**config.mk**
```make
export PLATFORM = sky130hd
export DESIGN_NAME = neighbor_table_updater_flat
export DESIGN_NICKNAME = d
export VERILOG_FILES = /design/src/rtl/neighbor_table_updater_if.sv /design/src/rtl/neighbor_table_updater.sv /design/src/flat_wrapper.sv
export SDC_FILE = /design/constraint.sdc
export NUM_CORES = 1
export LEC_CHECK = 0
export ABC_AREA = 0
export BUFFER_PORTS_ARGS = -buffer_cell sky130_fd_sc_hd__clkbuf_2
export CORE_UTILIZATION = 30
export CTS_BUF_LIST = sky130_fd_sc_hd__clkbuf_4
export CTS_CLUSTER_SIZE = 28
export DETAILED_ROUTE_END_ITERATION = 8
export HOLD_SLACK_MARGIN = 0.06
export PLACE_DENSITY = 0.46
export SLEW_MARGIN = 25
export SYNTH_ARGS = -nofsm -noshare
export SYNTH_HDL_FRONTEND = slang
export SYNTH_SLANG_ARGS = --single-unit
```
**constraint.sdc**
```tcl
create_clock -name clock -period 6 [get_ports clock]
set_input_delay 1.2 -clock clock [delete_from_list [all_inputs] [get_ports clock]]
set_output_delay 1.2 -clock clock [all_outputs]
set_load 0.05 [all_outputs]
```
**src/rtl/neighbor_table_updater_if.sv**
```systemverilog
// Bus between the beacon parser, the neighbor-table updater and the data memory.
// master: the side issuing updates and serving memory reads; slave: the updater.
interface neighbor_table_updater_if #(
  parameter int WORD_WIDTH = 16
);
  logic                  start;
  logic [WORD_WIDTH-1:0] pkt_neighborID;
  logic [WORD_WIDTH-1:0] pkt_clusterID;
  logic [WORD_WIDTH-1:0] pkt_batteryStat;
  logic [WORD_WIDTH-1:0] pkt_qValue;
  logic [WORD_WIDTH-1:0] data_in;
  logic [WORD_WIDTH-1:0] address;
  logic                  wr_en;
  logic [WORD_WIDTH-1:0] data_out;
  logic [WORD_WIDTH-1:0] slot;
  logic                  new_entry;
  logic                  table_full;
  logic                  done;

  modport master (
    output start, pkt_neighborID, pkt_clusterID, pkt_batteryStat, pkt_qValue, data_in,
    input  address, wr_en, data_out, slot, new_entry, table_full, done
  );

  modport slave (
    input  start, pkt_neighborID, pkt_clusterID, pkt_batteryStat, pkt_qValue, data_in,
    output address, wr_en, data_out, slot, new_entry, table_full, done
  );
endinterface

```
**src/rtl/neighbor_table_updater.sv**
```systemverilog
// Neighbor-table writer: looks up a beacon sender in the shared table and either
// rewrites its fields in place or appends a new entry and bumps the count.
module neighbor_table_updater #(
  parameter int                    WORD_WIDTH    = 16,
  parameter int                    MAX_NEIGHBORS = 64,
  parameter logic [WORD_WIDTH-1:0] NID_BASE      = 'h48,
  parameter logic [WORD_WIDTH-1:0] CID_BASE      = 'hC8,
  parameter logic [WORD_WIDTH-1:0] BATT_BASE     = 'h148,
  parameter logic [WORD_WIDTH-1:0] QVAL_BASE     = 'h1C8,
  parameter logic [WORD_WIDTH-1:0] NCOUNT_ADDR   = 'h68A
) (
  input logic                      clock,
  input logic                      nrst,
  neighbor_table_updater_if.slave  bus
);

  // Index width must hold the value MAX_NEIGHBORS itself (the "full" count).
  localparam int IW = $clog2(MAX_NEIGHBORS + 1);
  localparam logic [IW-1:0] MAX_N = IW'(MAX_NEIGHBORS);

  localparam logic [3:0] S_IDLE    = 4'd0;
  localparam logic [3:0] S_RD_CNT  = 4'd1;
  localparam logic [3:0] S_SEARCH  = 4'd2;
  localparam logic [3:0] S_APPEND  = 4'd3;
  localparam logic [3:0] S_WR_CID  = 4'd4;
  localparam logic [3:0] S_WR_BATT = 4'd5;
  localparam logic [3:0] S_WR_QVAL = 4'd6;
  localparam logic [3:0] S_WR_CNT  = 4'd7;
  localparam logic [3:0] S_DONE    = 4'd8;

  logic [3:0]            state;
  logic [WORD_WIDTH-1:0] id_q, cid_q, batt_q, qval_q;
  logic [IW-1:0]         n_q;
  logic [IW-1:0]         idx_q;
  logic [IW-1:0]         slot_q;
  logic                  new_entry_q, table_full_q, done_q, wr_en_q;
  logic [WORD_WIDTH-1:0] address_q, data_out_q;

  // Entries are 16-bit words, so entry i of a field lives at base + 2*i.
  function automatic logic [WORD_WIDTH-1:0] entry_addr(input logic [WORD_WIDTH-1:0] base,
                                                       input logic [IW-1:0]         idx);
    return base + (WORD_WIDTH'(idx) << 1);
  endfunction

  // Main FSM; every output is a register loaded on the transition into the state
  // that owns it, so a write is presented for exactly the cycle of its write state.
  always_ff @(posedge clock or negedge nrst) begin
    if (!nrst) begin
      state        <= S_IDLE;
      id_q         <= '0;
      cid_q        <= '0;
      batt_q       <= '0;
      qval_q       <= '0;
      n_q          <= '0;
      idx_q        <= '0;
      slot_q       <= '0;
      new_entry_q  <= 1'b0;
      table_full_q <= 1'b0;
      done_q       <= 1'b0;
      wr_en_q      <= 1'b0;
      address_q    <= '0;
      data_out_q   <= '0;
    end else begin
      // NOTE: non-blocking assignments throughout, so the default below is simply
      // overridden by any later assignment in the write-state branches.
      wr_en_q <= 1'b0;
      case (state)
        S_IDLE: begin
          if (bus.start) begin
            id_q         <= bus.pkt_neighborID;
            cid_q        <= bus.pkt_clusterID;
            batt_q       <= bus.pkt_batteryStat;
            qval_q       <= bus.pkt_qValue;
            slot_q       <= '0;
            new_entry_q  <= 1'b0;
            table_full_q <= 1'b0;
            address_q    <= NCOUNT_ADDR;
            state        <= S_RD_CNT;
          end
        end
        S_RD_CNT: begin
          idx_q <= '0;
          // A corrupted count above capacity is clamped so the scan stays bounded.
          if (bus.data_in >= WORD_WIDTH'(MAX_NEIGHBORS)) n_q <= MAX_N;
          else                                           n_q <= bus.data_in[IW-1:0];
          if (bus.data_in == '0) begin
            // Empty table: append at slot 0, ID write happens in the APPEND cycle.
            slot_q      <= '0;
            new_entry_q <= 1'b1;
            wr_en_q     <= 1'b1;
            address_q   <= NID_BASE;
            data_out_q  <= id_q;
            state       <= S_APPEND;
          end else begin
            address_q <= NID_BASE;
            state     <= S_SEARCH;
          end
        end
        S_SEARCH: begin
          if (bus.data_in == id_q) begin
            slot_q     <= idx_q;
            wr_en_q    <= 1'b1;
            address_q  <= entry_addr(CID_BASE, idx_q);
            data_out_q <= cid_q;
            state      <= S_WR_CID;
          end else if (idx_q + IW'(1) == n_q) begin
            if (n_q != MAX_N) begin
              slot_q      <= n_q;
              new_entry_q <= 1'b1;
              wr_en_q     <= 1'b1;
              address_q   <= entry_addr(NID_BASE, n_q);
              data_out_q  <= id_q;
            end
            state <= S_APPEND;
          end else begin
            idx_q     <= idx_q + IW'(1);
            address_q <= entry_addr(NID_BASE, idx_q + IW'(1));
          end
        end
        S_APPEND: begin
          if (n_q == MAX_N) begin
            table_full_q <= 1'b1;
            done_q       <= 1'b1;
            state        <= S_DONE;
          end else begin
            wr_en_q    <= 1'b1;
            address_q  <= entry_addr(CID_BASE, slot_q);
            data_out_q <= cid_q;
            state      <= S_WR_CID;
          end
        end
        S_WR_CID: begin
          wr_en_q    <= 1'b1;
          address_q  <= entry_addr(BATT_BASE, slot_q);
          data_out_q <= batt_q;
          state      <= S_WR_BATT;
        end
        S_WR_BATT: begin
          wr_en_q    <= 1'b1;
          address_q  <= entry_addr(QVAL_BASE, slot_q);
          data_out_q <= qval_q;
          state      <= S_WR_QVAL;
        end
        S_WR_QVAL: begin
          if (new_entry_q) begin
            wr_en_q    <= 1'b1;
            address_q  <= NCOUNT_ADDR;
            data_out_q <= WORD_WIDTH'(n_q) + WORD_WIDTH'(1);
            state      <= S_WR_CNT;
          end else begin
            done_q <= 1'b1;
            state  <= S_DONE;
          end
        end
        S_WR_CNT: begin
          done_q <= 1'b1;
          state  <= S_DONE;
        end
        S_DONE: begin
          // Wait for start to drop so a held start cannot retrigger.
          if (!bus.start) begin
            done_q <= 1'b0;
            state  <= S_IDLE;
          end
        end
        default: state <= S_IDLE;
      endcase
    end
  end

  assign bus.address    = address_q;
  assign bus.wr_en      = wr_en_q;
  assign bus.data_out   = data_out_q;
  assign bus.slot       = WORD_WIDTH'(slot_q);
  assign bus.new_entry  = new_entry_q;
  assign bus.table_full = table_full_q;
  assign bus.done       = done_q;

endmodule

```
**src/flat_wrapper.sv**
```systemverilog
// flat-port wrapper written by rule: the top's interface ports become plain ports
module neighbor_table_updater_flat 
#(
  parameter int                    WORD_WIDTH    = 16,
  parameter int                    MAX_NEIGHBORS = 64,
  parameter logic [WORD_WIDTH-1:0] NID_BASE      = 'h48,
  parameter logic [WORD_WIDTH-1:0] CID_BASE      = 'hC8,
  parameter logic [WORD_WIDTH-1:0] BATT_BASE     = 'h148,
  parameter logic [WORD_WIDTH-1:0] QVAL_BASE     = 'h1C8,
  parameter logic [WORD_WIDTH-1:0] NCOUNT_ADDR   = 'h68A
)
  (clock, nrst, bus_start, bus_pkt_neighborID, bus_pkt_clusterID, bus_pkt_batteryStat, bus_pkt_qValue, bus_data_in, bus_address, bus_wr_en, bus_data_out, bus_slot, bus_new_entry, bus_table_full, bus_done);
  neighbor_table_updater_if #(.WORD_WIDTH(WORD_WIDTH)) bus_i ();
  input logic clock;
  input logic nrst;
  input wire logic [$bits(bus_i.start)-1:0] bus_start;
  input wire logic [$bits(bus_i.pkt_neighborID)-1:0] bus_pkt_neighborID;
  input wire logic [$bits(bus_i.pkt_clusterID)-1:0] bus_pkt_clusterID;
  input wire logic [$bits(bus_i.pkt_batteryStat)-1:0] bus_pkt_batteryStat;
  input wire logic [$bits(bus_i.pkt_qValue)-1:0] bus_pkt_qValue;
  input wire logic [$bits(bus_i.data_in)-1:0] bus_data_in;
  output wire logic [$bits(bus_i.address)-1:0] bus_address;
  output wire logic [$bits(bus_i.wr_en)-1:0] bus_wr_en;
  output wire logic [$bits(bus_i.data_out)-1:0] bus_data_out;
  output wire logic [$bits(bus_i.slot)-1:0] bus_slot;
  output wire logic [$bits(bus_i.new_entry)-1:0] bus_new_entry;
  output wire logic [$bits(bus_i.table_full)-1:0] bus_table_full;
  output wire logic [$bits(bus_i.done)-1:0] bus_done;
  assign bus_i.start = bus_start;
  assign bus_i.pkt_neighborID = bus_pkt_neighborID;
  assign bus_i.pkt_clusterID = bus_pkt_clusterID;
  assign bus_i.pkt_batteryStat = bus_pkt_batteryStat;
  assign bus_i.pkt_qValue = bus_pkt_qValue;
  assign bus_i.data_in = bus_data_in;
  assign bus_address = bus_i.address;
  assign bus_wr_en = bus_i.wr_en;
  assign bus_data_out = bus_i.data_out;
  assign bus_slot = bus_i.slot;
  assign bus_new_entry = bus_i.new_entry;
  assign bus_table_full = bus_i.table_full;
  assign bus_done = bus_i.done;
  neighbor_table_updater #(.WORD_WIDTH(WORD_WIDTH), .MAX_NEIGHBORS(MAX_NEIGHBORS), .NID_BASE(NID_BASE), .CID_BASE(CID_BASE), .BATT_BASE(BATT_BASE), .QVAL_BASE(QVAL_BASE), .NCOUNT_ADDR(NCOUNT_ADDR)) u_core (.clock(clock), .nrst(nrst), .bus(bus_i));
endmodule
```
==> results.json, run 1 <==
{
  "area_growth_pct": 17.5,
  "hold_path.startpoint": "u_core.bus.table_full",
  "post_cts_buffers": 0,
  "cp.depth": 8,
  "peakVddDrop_v": 0.000194,
  "die_area_sq_um": 21700,
  "regToRegSetupSlack_ns": 2.59,
  "clock.fmax_ghz": 0.293,
  "crit_path_end_kind": "register",
  "gp_congestion": 0.776,
  "yosysTopAreaCellShare_pct": 47.0,
  "power_w": 0.00363,
  "max-cap-violations": 0,
  "grt_pass1_vias": 4913,
  "core_area_sq_um": 20500,
  "ys_seq_area_share_pct": 47.0,
  "synth_area_sq_um": 6340,
  "drive_gt1_share_pct": 38.9,
  "cp_cell_sequence": "ha_1 -> nand4_1 -> xnor2_1 -> o211ai_1 -> nor4_2 -> a31oi_1 -> o21ai_4 -> mux2_2",
  "htree_num_levels": 4,
  "tritoncts": "done",
  "grt_max_degree": 71,
  "cellLeakagePower_nw": 3.28,
  "synth_most_common_cell": "dfrtp_1",
  "reg2reg_depth": 8,
  "path_buf_inv": 0,
  "powerDensity_nw_per_um2": 487,
  "startpoint": "u_core.idx_q[0]",
  "drc": 0,
  "synth_common_cells": "dfrtp_1 (119), mux2_2 (89), nor2_1 (37)",
  "synth_cell_types": 66,
  "period_needed_ns": 3.41,
  "worstPathArrival_ns": 3.84,
  "nNetsFinal": 754,
  "grt_use_total_pct": 16.9,
  "instances_no_fill": 948,
  "slew_violations": 0,
  "cts.path.max_buffers": 2,
  "vias_per_cell": 5.00,
  "grt_first_pass_wirelength_microns": 27800,
  "clock-root-buffer": "clkbuf_4",
  "critical-path-max-stage-delay_ns": 0.62,
  "worstSetupPathType": "register to register",
  "reg2reg_to": "u_core.bus.data_out[5]",
  "fillers": 2069,
  "routed_wl_microns": 17400,
  "io_buffers": 119,
  "hold_buffers": 0,
  "r2r_start": "u_core.idx_q[0]",
  "rows": 52,
  "dp.cells": 915,
  "worst_ep_required_time_ns": 6.42,
  "synthFlopType": "dfrtp_1",
  "worst-path-max-fanout": 17,
  "die_h_microns": 147,
  "worstHoldEndpoint": "u_core.bus.table_full",
  "syn_area_per_cell_sq_um": 11.5,
  "ios": 135,
  "finalSetupTns_ns": 0,
  "drt_iter0_markers": 229,
  "async_reset_ff_share_pct": 100,
  "synthTopCellsByArea": "dfrtp_1 (47%), mux2_2 (16%), xnor2_1 (3.6%)",
  "ys_warn_count": 0,
  "antenna_found_initial": 2,
  "outcome": "finished, final reports clean",
  "critPathLaunchType": "register",
  "die_w_microns": 147,
  "tightest_slew_ns": 0.905,
  "synth_edf_count": 0,
  "avgRoutedWirePerCell_microns": 18.3,
  "rsz0062_at_grt": "no",
  "overflow": 0,
  "synth_seq_cells": 119,
  "numCtsBuffers": 17,
  "cpLargestDelayFamily": "compound AO/OA/AOI/OAI gates",
  "cts_sinks": 119,
  "initial_core_util_pct": 30.9,
  "whs_path_depth": 2,
  "dpl.hpwl_microns": 12900,
  "hold_viol": 0,
  "hold_class": "register to register",
  "post_cts_resized": 0,
  "route.vias.total": 4737,
  "skew_ns": 0.0233,
  "yosys.area.top_type": "dfrtp_1",
  "slew-limit-headroom_pct": 39.5,
  "setup_viol": 0,
  "clk-insertion-delay-late_ns": 0.55,
  "drt_pre_antenna_iters": 5,
  "period_share_pct": 56.9,
  "synth_cells": 549,
  "clk_pin_slew_ns": 0.13,
  "cpMaxStageDelayCell": "dfrtp_1",
  "drtAntennaViolNets": 0
}
-- per-layer routing --
metal | global-route usage [%] | vias up | part of all wire, %
met5 | 0 | - | 0
met4 | 4.90 | 0 | 0.92
met3 | 5.03 | 7 | 5.7
met2 | 27.5 | 135 | 49
met1 | 21.6 | 2356 | 45
li1 | - | 2239 | -
-- logic make-up after synthesis --
logic type / Yosys count / share of synthesized area (%)
xor gates and xnor gates: 37 / 5.23
AOI/OAI and AO/OA: 104 / 13.4
muxes: 103 / 18.0
buffers and inverters: 52 / 4.40
DFF: 119 / 47.0
and+or+nand+nor: 126 / 10.5
other: 1 / 0.0592
adders and majority gates: 7 / 1.38
-- final cells by class --
type	count	area, sq um	area share (%)
clock buffers	18	135	1.81
flip-flops and latches	119	2980	40.0
clock inverters	13	173	2.32
well taps	270	338	4.54
diodes	2	5.00	0.0672
inverters	8	30.0	0.403
multi-input cells	392	3140	42.1
repair buffers	126	651	8.74
-- sequential cells by signal, indices dropped and copies added (netlist names) --
signal,flops
u_core.bus.table_full,1
u_core.bus.data_out,16
u_core.bus.wr_en,1
u_core.bus.done,1
u_core.cid_q,16
u_core.id_q,16
u_core.bus.new_entry,1
u_core.batt_q,16
u_core.slot_q,7
u_core.n_q,7
u_core.qval_q,16
u_core.idx_q,7
u_core.state,4
u_core.bus.address,10
-- layout by cell type, fill, tap and decap left out, types with 3 or more instances in the layout --
cell          n
xnor2_1      26
o21ai_0      15
xor2_1       10
clkbuf_2    118
a21oi_1      12
nand2_1      25
nor2_1       37
inv_1         8
o2bb2ai_1     5
a22oi_1       6
conb_1       15
clkinv_4      3
clkinvlp_4    3
mux2i_1      14
buf_4         8
dfrtp_1     119
nor3_1        4
nand3_1      11
ha_1          7
nor4_1        4
mux2_2       89
o22ai_1       3
or4_1         3
and3_1        3
nand4_1       6
bufinv_16     3
a221o_1      17
nor2b_1       4
a22o_1       15
nand2b_1     11
clkbuf_4     18
-- tightest hold or removal path: stages (launching register included) --
cell	delay, ns
dfrtp_1	0.38
nand2_1	0.05
nand2_1	0.05
-- how the worst max path moves through the flow --
stage / to / slack [ns]
after floorplan: u_core.bus.data_out[10] / 2.85
after global placement: u_core.bus.data_out[2] / 2.25
after detailed placement: u_core.bus.data_out[5] / 2.20
after CTS: u_core.bus.data_out[5] / 2.53
after global routing: u_core.bus.data_out[9] / 2.28
final: u_core.bus.data_out[5] / 2.59
-- power breakdown --
part           total (W)  switching [W]  internal [W]
logic            0.00159       0.000923      0.000671
registers        0.00140       0.000267       0.00113
clock network   0.000633       0.000336      0.000297
-- stage by stage --
step | util (%) | area (sq um) | hold slack, ns | setup slack [ns]
after floorplan | - | 6390 | 0.480 | 2.85
after global placement | 34.8 | 7140 | 0.477 | 2.25
after detailed placement | 34.8 | 7140 | 0.472 | 2.20
after CTS | 36.3 | 7440 | 0.509 | 2.53
after global routing | 36.3 | 7450 | 0.517 | 2.28
final | 36.3 | 7450 | 0.504 | 2.59
Note: power is estimated with default switching activity, not from simulation.
==> run 2, diff against run 1 <==
- clock period: 6 -> 3.5 ns (I/O delays scaled with it)
==> results.json, run 2 (synthesis gave the netlist of run 1 again) <==
{
  "outcome": "finished, final reports clean",
  "gp_congestion": 0.795,
  "clock-root-buffer": "clkbuf_4",
  "layout_common_cells": "dfrtp_1 (119), clkbuf_2 (118), mux2_2 (89), nor2_1 (37), xnor2_1 (26)",
  "hold_class": "input pin to async pin",
  "antenna_found_initial": 1,
  "io_buffers": 119,
  "powerDensity_nw_per_um2": 835,
  "die_area_sq_um": 21700,
  "switching_share_pct": 42.5,
  "rows": 52,
  "finalSetupTns_ns": 0,
  "period_share_pct": 90.1,
  "clk-insertion-delay-late_ns": 0.53,
  "route.vias.total": 4813,
  "seqPwrFrac_pct": 38.0,
  "power_w": 0.00629,
  "skew_ns": 0.0156,
  "core_area_sq_um": 20500,
  "drtAntennaViolNets": 0,
  "rsz0062_at_grt": "no",
  "grt_pass1_vias": 5132,
  "die_h_microns": 147,
  "area_growth_pct": 18.9,
  "initial_core_util_pct": 30.9,
  "combPwrFrac_pct": 46.2,
  "cts.path.max_buffers": 2,
  "cellLeakagePower_nw": 3.32,
  "worstPathArrival_ns": 3.61,
  "hold_viol": 0,
  "drt_iter0_markers": 238,
  "drt_pre_antenna_iters": 4,
  "grt_first_pass_wirelength_microns": 28700,
  "mostFrequentLayoutCell": "dfrtp_1",
  "p_int_w": 0.00362,
  "avgRoutedWirePerCell_microns": 18.7,
  "p_sw_w": 0.00268,
  "setup_viol": 0,
  "die_w_microns": 147,
  "clock.fmax_ghz": 0.317,
  "slew-limit-headroom_pct": 35.4,
  "grt_max_degree": 71,
  "peakVddDrop_v": 0.000285,
  "slew_violations": 0,
  "worst_ep_required_time_ns": 3.95,
  "ios": 135,
  "drc": 0,
  "htree_num_levels": 4,
  "period_needed_ns": 3.15,
  "numCtsBuffers": 17,
  "power.share.clock_pct": 15.8,
  "critPathLaunchType": "register",
  "crit_path_end_kind": "register",
  "max-cap-violations": 0,
  "routed_wl_microns": 17900,
  "overflow": 0,
  "nNetsFinal": 762,
  "worst-path-max-fanout": 7,
  "worstSetupPathType": "register to register",
  "grt_use_total_pct": 17.5,
  "cts_sinks": 119,
  "hold_buffers": 0,
  "tightest_slew_ns": 0.961,
  "drive_gt1_share_pct": 39.4,
  "dpl.hpwl_microns": 13200,
  "tritoncts": "done",
  "clk_pin_slew_ns": 0.12,
  "fillers": 2137,
  "vias_per_cell": 5.03
}
-- run 2: cell count changes in the layout (fill, tap and decap cells not counted), sizes merged --
cell | before | now
clkinvlp | 3 | 2
inv | 11 | 10
bufinv | 3 | 2
diode | 2 | 1
clkbuf | 136 | 135
clkinv | 4 | 9
buf | 8 | 16
-- run 2: per-stage QoR --
stage          setup slack, ns  hold WS [ns]  util, %  cells  cell area (sq um)
5_1_grt                 0.0732         0.291     36.8    956               7540
4_1_cts                  0.301         0.262     36.6    954               7510
3_5_place_dp             0.211         0.484     35.3    922               7230
2_1_floorplan            0.837         0.404        -    563               6390
3_3_place_gp             0.220         0.478     35.3    922               7230
6_report                 0.348         0.272     36.8    956               7540
-- run 2: area by class of cell --
| class | count | area (sq um) | area share (%) |
|---|---|---|---|
| Antenna cell | 1 | 2.50 | 0.0332 |
| Clock buffer | 17 | 128 | 1.69 |
| Clock inverter | 15 | 154 | 2.04 |
| Inverter | 8 | 30.0 | 0.398 |
| Multi-Input combinational cell | 392 | 3150 | 41.7 |
| Sequential cell | 119 | 2980 | 39.5 |
| Tap cell | 270 | 338 | 4.48 |
| Timing Repair Buffer | 134 | 761 | 10.1 |
-- run 2: timing repair --
item	CTS	global route
setup buffers	0	1
gates resized for setup	0	1
endpoints found under the setup margin	0	4
-- run 2: final timing paths --
check                                        from  depth (start not counted)  slack [ns]                      to
min in group clock          bus_pkt_clusterID[11]                          2        0.39        u_core.cid_q[11]
hold reg to reg            u_core.bus.address[10]                          1        0.51  u_core.bus.address[10]
setup reg to reg                  u_core.idx_q[1]                          8        0.35   u_core.bus.address[2]
hold / removal                               nrst                          1        0.27       u_core.qval_q[11]
max in group asynchronous                    nrst                          2        2.40         u_core.idx_q[0]
setup / recovery                  u_core.idx_q[1]                          8        0.35   u_core.bus.address[2]
-- run 2: critical path, stage by stage, from the launching register on --
cell,delay [ns]
dfrtp_1,0.56
ha_1,0.36
nand2_1,0.22
xor2_1,0.32
xnor2_1,0.12
nor4_2,0.48
nand2_1,0.25
o311ai_2,0.60
o2bb2ai_1,0.17
-- run 2: power groups by stage --
| stage | clock network (W) | logic [W] | registers (W) |
|---|---|---|---|
| finish | 0.000995 | 0.00291 | 0.00239 |
| global route | 0.00109 | 0.00312 | 0.00248 |
| CTS | 0.00104 | 0.00289 | 0.00240 |
| detailed placement | 0 | 0.00288 | 0.00243 |
| global placement | 0 | 0.00282 | 0.00241 |
| floorplan | 0 | 0.00170 | 0.00277 |
-- run 2: routing by layer --
layer	share of wire [%]	up-vias	global-route usage, %
met4	1.1	0	5.46
met3	5.1	13	4.88
li1	-	2256	-
met1	44	2416	22.1
met2	49	128	28.8
met5	0	-	0
==> run 3, diff against run 2 <==
- CORE_MARGIN: default -> 2
- PLACE_DENSITY: 0.46 -> 0.6
==> results.json, run 3 (synthesis gave the netlist of run 1 again) <==
{
  "powerDensity_nw_per_um2": 822,
  "drtAntennaViolNets": 0,
  "initial_core_util_pct": 30.3,
  "nNetsFinal": 761,
  "reg2reg_to": "u_core.bus.data_out[0]",
  "dp.cells": 927,
  "io_buffers": 119,
  "tightest_slew_ns": 0.796,
  "top_layer": "met4",
  "worst_ep_required_time_ns": 3.91,
  "drt_pre_antenna_iters": 4,
  "routed_wl_microns": 17200,
  "r2r_start": "u_core.idx_q[1]",
  "worstSetupPathType": "register to register",
  "peakVddDrop_v": 0.000348,
  "die_area_sq_um": 22300,
  "cellLeakagePower_nw": 3.31,
  "hold_slack_ns": 0.207,
  "drive_gt1_share_pct": 39.3,
  "overflow": 0,
  "htree_num_levels": 4,
  "grt_use_total_pct": 15.8,
  "hold_buffers": 0,
  "slew_violations": 0,
  "gp_congestion": 0.813,
  "hold_class": "input pin to async pin",
  "route.vias.total": 4799,
  "die_w_microns": 149,
  "instances_no_fill": 960,
  "dpl.hpwl_microns": 12800,
  "mostFrequentLayoutCell": "dfrtp_1",
  "outcome": "finished, final reports clean",
  "clk_pin_slew_ns": 0.11,
  "post_cts_buffers": 0,
  "reg2reg_depth": 9,
  "area_growth_pct": 18.5,
  "hold_viol": 0,
  "crit_path_end_kind": "register",
  "post_cts_resized": 0,
  "tritoncts": "done",
  "core_area_sq_um": 20900,
  "setup_viol": 0,
  "slew-limit-headroom_pct": 45.5,
  "wl_met3_microns": 828,
  "cts_sinks": 119,
  "layout_common_cells": "dfrtp_1 (119), clkbuf_2 (118), mux2_2 (89), nor2_1 (37), xnor2_1 (26)",
  "worst-path-max-fanout": 17,
  "clk-insertion-delay-late_ns": 0.53,
  "drc": 0,
  "wl_met1_microns": 7820,
  "place_ws_ns": 0.445,
  "antenna_found_initial": 1,
  "rows": 53,
  "place_area_sq_um": 7220,
  "max-cap-violations": 0,
  "vias_per_cell": 5.00,
  "clock-root-buffer": "clkbuf_4",
  "ios": 135,
  "wl_met2_microns": 8160,
  "die_h_microns": 149,
  "regToRegSetupSlack_ns": 0.57,
  "grt_pass1_vias": 4809,
  "grt_max_degree": 69,
  "setup_ws_ns": 0.567,
  "period_share_pct": 83.8,
  "finalSetupTns_ns": 0,
  "numCtsBuffers": 17,
  "stdcell_area_sq_um": 7510,
  "skew_ns": 0.0179,
  "avgRoutedWirePerCell_microns": 18.0,
  "period_needed_ns": 2.93,
  "drt_iter0_markers": 301,
  "grt_first_pass_wirelength_microns": 27000,
  "worstPathArrival_ns": 3.35,
  "critPathLaunchType": "register",
  "rsz0062_at_grt": "no",
  "clock.fmax_ghz": 0.341,
  "cts.path.max_buffers": 2
}
## run 3: worst max-delay path, cell delays in order, from the launching register on
cell and delay, ns:
dfrtp_1 0.48, ha_1 0.37, xor2_1 0.16, a311oi_1 0.23, o211ai_1 0.14, nor4_2 0.43, a31oi_1 0.20, o21ai_4 0.15
buf_4 0.29, mux2_2 0.37
## run 3: final cells by class
type	instances	area [sq um]
fillers	2103	13400
well taps	275	344
flip-flops and latches	119	2980
clock buffers	18	135
repair buffers	133	728
multi-input cells	392	3140
clock inverters	14	150
diodes	1	2.50
inverters	8	30.0
## run 3: metal layers
metal / GRT usage [%] / vias up
met4: 7.52 / 0
met2: 24.5 / 133
li1: - / 2259
met3: 3.85 / 27
met1: 20.8 / 2380
met5: 0 / -
## run 3: report_power, final
group | internal (W) | leakage (nW) | switching (W)
clock | 0.000438 | 0.146 | 0.000570
sequential | 0.00194 | 1.47 | 0.000454
combinational | 0.00119 | 1.70 | 0.00157
total | 0.00357 | 3.31 | 0.00260
## run 3: how the worst max path moves through the flow
stage	depth (start not counted)	from	slack [ns]	endpoint
2_1_floorplan	9	u_core.idx_q[1]	0.84	u_core.bus.data_out[10]
3_3_place_gp	9	bus_data_in[10]	0.49	u_core.bus.data_out[10]
3_5_place_dp	9	bus_data_in[10]	0.45	u_core.bus.data_out[15]
4_1_cts	9	u_core.idx_q[1]	0.52	u_core.bus.data_out[0]
5_1_grt	9	u_core.idx_q[1]	0.31	u_core.bus.data_out[0]
6_report	9	u_core.idx_q[1]	0.57	u_core.bus.data_out[0]
## run 3: metrics by stage
stage	power, W	util [%]
2_1_floorplan	0.00446	-
3_3_place_gp	0.00519	34.6
3_5_place_dp	0.00521	34.6
4_1_cts	0.00624	35.9
5_1_grt	0.00658	35.9
6_report	0.00617	35.9
